--- src/rtl/demux4_reg.sv ---
// demux4_reg: 1-to-4 registered demultiplexer with valid/ready handshakes.
// One holding register steers each input beat to channel a..d selected by i_sel.
//
// Parameters:
//   WIDTH      data width of the input and of each output channel
//   CNT_WIDTH  width of each per-channel drain counter (DEMUX4_CNT_EN only)
//
// Ports:
//   i_clk      clock, rising edge
//   i_rst_n    asynchronous active-low reset
//   i_valid    input beat valid
//   o_ready    block accepts a beat this cycle (combinational from i_ready)
//   i_data     input beat data
//   i_sel      destination channel: 0->a, 1->b, 2->c, 3->d
//   o_valid    per-channel valid, bit k = channel k
//   i_ready    per-channel sink ready, bit k = channel k
//   o_a..o_d   channel data, zero whenever the channel is not valid
//
// Optional build macro DEMUX4_CNT_EN adds per-channel drain counters:
//   i_cnt_clr  synchronous clear of all counters, wins over a same-cycle drain
//   o_cnt      channel k count at bits [k*CNT_WIDTH +: CNT_WIDTH]

module demux4_reg #(
    parameter int WIDTH     = 8,
    parameter int CNT_WIDTH = 16
) (
    input  logic             i_clk,
    input  logic             i_rst_n,
    input  logic             i_valid,
    output logic             o_ready,
    input  logic [WIDTH-1:0] i_data,
    input  logic [1:0]       i_sel,
    output logic [3:0]       o_valid,
    input  logic [3:0]       i_ready,
    output logic [WIDTH-1:0] o_a,
    output logic [WIDTH-1:0] o_b,
    output logic [WIDTH-1:0] o_c,
    output logic [WIDTH-1:0] o_d
`ifdef DEMUX4_CNT_EN
    ,
    input  logic                   i_cnt_clr,
    output logic [4*CNT_WIDTH-1:0] o_cnt
`endif
);

    logic             r_full;
    logic [WIDTH-1:0] r_data;
    logic [1:0]       r_sel;

    logic             w_drain;
    logic             w_accept;
    logic [3:0]       w_valid;

    // A held beat waits only on the ready of its own sink.
    assign w_drain  = r_full && i_ready[r_sel];

    // Room exists when empty or when the held beat leaves at this edge.
    assign o_ready  = i_rst_n && (!r_full || i_ready[r_sel]);
    assign w_accept = i_valid && o_ready;

    always_ff @(posedge i_clk or negedge i_rst_n) begin
        if (!i_rst_n) begin
            r_full <= 1'b0;
            r_data <= '0;
            r_sel  <= 2'd0;
        end else if (w_accept) begin
            // Covers drain+accept too: the new beat replaces the old one.
            r_full <= 1'b1;
            r_data <= i_data;
            r_sel  <= i_sel;
        end else if (w_drain) begin
            r_full <= 1'b0;
        end
    end

    always_comb begin
        w_valid = 4'b0000;
        if (r_full) begin
            unique case (r_sel)
                2'd0: w_valid = 4'b0001;
                2'd1: w_valid = 4'b0010;
                2'd2: w_valid = 4'b0100;
                2'd3: w_valid = 4'b1000;
                default: w_valid = 4'b0000;
            endcase
        end
    end

    assign o_valid = w_valid;

    always_comb begin
        o_a = '0;
        o_b = '0;
        o_c = '0;
        o_d = '0;
        if (w_valid[0]) o_a = r_data;
        if (w_valid[1]) o_b = r_data;
        if (w_valid[2]) o_c = r_data;
        if (w_valid[3]) o_d = r_data;
    end

`ifdef DEMUX4_CNT_EN
    logic [3:0][CNT_WIDTH-1:0] r_cnt;

    always_ff @(posedge i_clk or negedge i_rst_n) begin
        if (!i_rst_n) begin
            r_cnt <= '0;
        end else if (i_cnt_clr) begin
            r_cnt <= '0;
        end else if (w_drain) begin
            r_cnt[r_sel] <= r_cnt[r_sel] + CNT_WIDTH'(1);
        end
    end

    assign o_cnt = r_cnt;
`endif

endmodule

--- config.mk ---
export PLATFORM = sky130hd
export DESIGN_NAME = demux4_reg
export DESIGN_NICKNAME = d
export VERILOG_FILES = /design/src/rtl/demux4_reg.sv
export SDC_FILE = /design/constraint.sdc
export NUM_CORES = 1
export LEC_CHECK = 0
export ABC_AREA = 1
export CAP_MARGIN = 20
export CORE_ASPECT_RATIO = 1.4
export CORE_MARGIN = 3
export CORE_UTILIZATION = 33
export DETAILED_ROUTE_END_ITERATION = 10
export PLACE_DENSITY = 0.79
export RECOVER_POWER = 25
export REMOVE_ABC_BUFFERS = 1
export SYNTH_ARGS = -nofsm -noshare
export SYNTH_HDL_FRONTEND = slang
export SYNTH_SLANG_ARGS = --single-unit
--- constraint.sdc ---
create_clock -name i_clk -period 1.5 [get_ports i_clk]
set_input_delay 0.3 -clock i_clk [delete_from_list [all_inputs] [get_ports i_clk]]
set_output_delay 0.3 -clock i_clk [all_outputs]
set_load 0.005 [all_outputs]
==> results.md <==
* Int Pwr at 1.21 mW
* Worst Hold Class: reg2reg
* WP data required at 1.20 ns
* CTS tree: built
* Final setup viols at 43
* Cts hold-fix bufs at 0
* Post-synthesis adder-cell area fraction at 0%
* Sequential share of power at 25.1%
* Largest family of logic cells by synthesized area: simple AND/OR/NAND/NOR gates
* Measured slew at the worst slew-check pin at 0.544 ns
* Area Overhead vs Synth at 107%
* CTS Buf Count at 3
* Net Switching at 0.966 mW
* Clk pwr share at 8.8%
* Max Buffers Root-to-Sink at 2
* Worst rel slew slack at 63.8%
* Die area at 0.00278 mm^2
* Pleak at 0.789 nW
* Share of cells above drive strength 1 at 53.4%
* Final cell count without fillers at 210
* Inserted Diodes at 0
* Avg WL per Cell at 12.7 um
* Clk sink count at 11
* Synth Instances at 111
* DR iter-0 viols at 28
* Final Max Tran Viols at 0
* Starting Density at 35.5%
* Synth Area in Compound Gates at 0%
* Failing checks: setup timing
* Startpoint Class: register
* Cells after DPL at 191
* Mapped Area at 717 um^2
* Final Power at 2.18 mW
* Root buffer selected by CTS: clkbuf_4
* Multiplexer area fraction after synthesis at 0%
* Die H at 61.2 um
* Largest net degree at the start of global routing at 23
* CP max-delay cell: dfrtp_2
* Netlist cell types at 13
* Top delay family on crit path: flip-flops
* Crit Path Max Fanout at 5
* XOR/XNOR Fraction of Synth Area at 0%
* Wirelength, routed at 2680 um
* Clk Latency, worst-skew pair at 0.26 ns
* Vias in the first global route at 963
* Worst Setup End Kind: output port
* Number of remaining DRC errors at 0
* Buf/Inv on CP at 4
* H-tree depth at 1
* Gate power share at 66.1%
* IO Port Bufs at 53
* Final setup margin at -0.206 ns
* Skew final at 0.00736 ns
* Ports at 54
* Mapped Avg Cell Area at 6.46 um^2
* First-pass GRT wire length at 4200 um
* Outcome: finished, violations left
* RSZ-0062 raised after global routing: true
* Post-synthesis simple-gate area fraction at 48.5%
* Clk pin slew, worst setup/hold paths at 0.07 ns
* Total GRT Usage at 20.2%
* CP Cell Sequence: inv_4 -> nand2_2 -> nor2_4 -> inv_4 -> buf_6 -> nor2_2 -> buf_2
* Fmax at 586 MHz
* FP Rows at 19
* Hold WS at 0.476 ns
* Vias at 1023
* CP most frequent cell: inv_4
* Crit path kind: reg2out
* Power Density at 1470 mW/mm^2
* Post-route ant nets at 0
* Core area at 0.00202 mm^2
* Die X-Extent at 45.4 um
* Filler cell count at 153
* Synth warn at 0
* Sw frac at 44.3%
* GRT Residual Overflow at 0
* Critical path arrival at 1.41 ns
* Synth Register Bits at 11
* Post-DP HPWL at 1750 um
* Setup TNS at -5.54 ns
* Final min period at 1.71 ns
* Nets at 207
* Gpl congestion at 0.770
* Ratio of final minimum period to clock period at 114%
* Final count of hold timing violations at 0
* Number of max-cap violations at 0
* Peak supply drop at 1.17 mV
* Seq/Total Area, Yosys at 38.4%
* Initial antenna violation count at 0
* Slowest stage delay, CP at 0.46 ns
* Pre-antenna DRT Iters at 4
* Via density at 4.87
-- metal layers --
layer	global-route usage, %	share of wire (%)	vias up
met5	0	0	-
met4	6.28	0.86	0
met3	3.22	6.7	4
met2	38.5	56	41
met1	21.9	36	473
li1	-	-	505
-- cells in the mapped netlist (all sizes together) --
library cell  instances  area, um^2
and2                  1        6.26
buf                   5        37.5
nor3                  2        15.0
nand4                10        62.6
nand2                31         116
inv                  15        56.3
nand3                 2        20.0
dfrtp                11         275
nor2                 34         128
-- cell type report --
cell class	count	area, um^2	area share [%]
Inverter	15	61.3	4.14
Sequential cell	11	278	18.7
Multi-Input combinational cell	81	480	32.4
Tap cell	21	26.3	1.77
Clock buffer	4	26.3	1.77
Timing Repair Buffer	78	609	41.1
-- power groups by stage --
| stage | logic [mW] | registers (mW) | clock network, mW |
|---|---|---|---|
| floorplan | 0.454 | 0.500 | 0 |
| global placement | 1.02 | 0.505 | 0 |
| detailed placement | 1.05 | 0.514 | 0 |
| CTS | 1.23 | 0.541 | 0.195 |
| global route | 1.58 | 0.566 | 0.218 |
| finish | 1.44 | 0.547 | 0.193 |
-- repair_timing --
item / 4_1_cts / 5_1_grt
setup endpoints to repair: 47 / 47
setup buffers: 15 / 1
gates cloned: 0 / 1
gates resized for setup: 181 / 26
pin swaps: 20 / 11
-- logic make-up (layout without fill, tap and decap cells) --
family        after synthesis  after routing
buf+inv                    20             97
flops                      11             11
simple gates               80             81
-- path summary, 6_finish.rpt --
check | slack, ns | endpoint | from | cells after the start
max | -0.21 | o_b[6] | r_sel[1] | 7
min | 0.48 | r_data[4] | r_data[4] | 2
max reg2reg | 0.03 | r_data[5] | r_sel[0] | 10
min reg2reg | 0.48 | r_data[4] | r_data[4] | 2
max in group asynchronous | 0.50 | r_sel[0] | i_rst_n | 2
min in group asynchronous | 0.61 | r_full | i_rst_n | 2
-- cell usage in the layout, fill, tap and decap left out --
master | synthesis | layout
nand4_1 | 10 | 10
nand3_4 | 0 | 2
clkbuf_1 | 0 | 1
buf_4 | 1 | 13
buf_2 | 0 | 31
clkbuf_4 | 0 | 3
clkdlybuf4s50_1 | 0 | 15
clkdlybuf4s15_2 | 0 | 1
inv_4 | 0 | 2
nor2_4 | 0 | 7
nor2_1 | 34 | 15
nand3_2 | 2 | 1
dlygate4sd3_1 | 0 | 1
nor2_2 | 0 | 12
dfrtp_2 | 0 | 2
dfrtp_1 | 11 | 9
inv_1 | 14 | 8
and2_4 | 0 | 1
clkbuf_2 | 0 | 1
nor3_4 | 0 | 2
inv_2 | 1 | 5
buf_6 | 2 | 16
nand2_2 | 0 | 2
nand2_1 | 31 | 29
-- state kept, by name (all words and copies together), names as in the netlist --
name / flops
r_sel: 2
r_full: 1
r_data: 8
-- tightest hold or removal path: cells and delay by family, from the launching register on --
kind,cells,cell delay (ns)
simple gates,2,0.11
flops,1,0.34
-- per-stage QoR --
step | area (um^2) | setup slack [ns] | utilization, %
detailed placement | 1320 | -0.405 | 65.3
finish | 1480 | -0.206 | 73.3
global route | 1480 | -0.304 | 73.3
CTS | 1370 | -0.190 | 67.9
global placement | 1320 | -0.407 | 65.3
floorplan | 679 | 0.182 | -
Note: power is estimated with default switching activity, not from simulation.
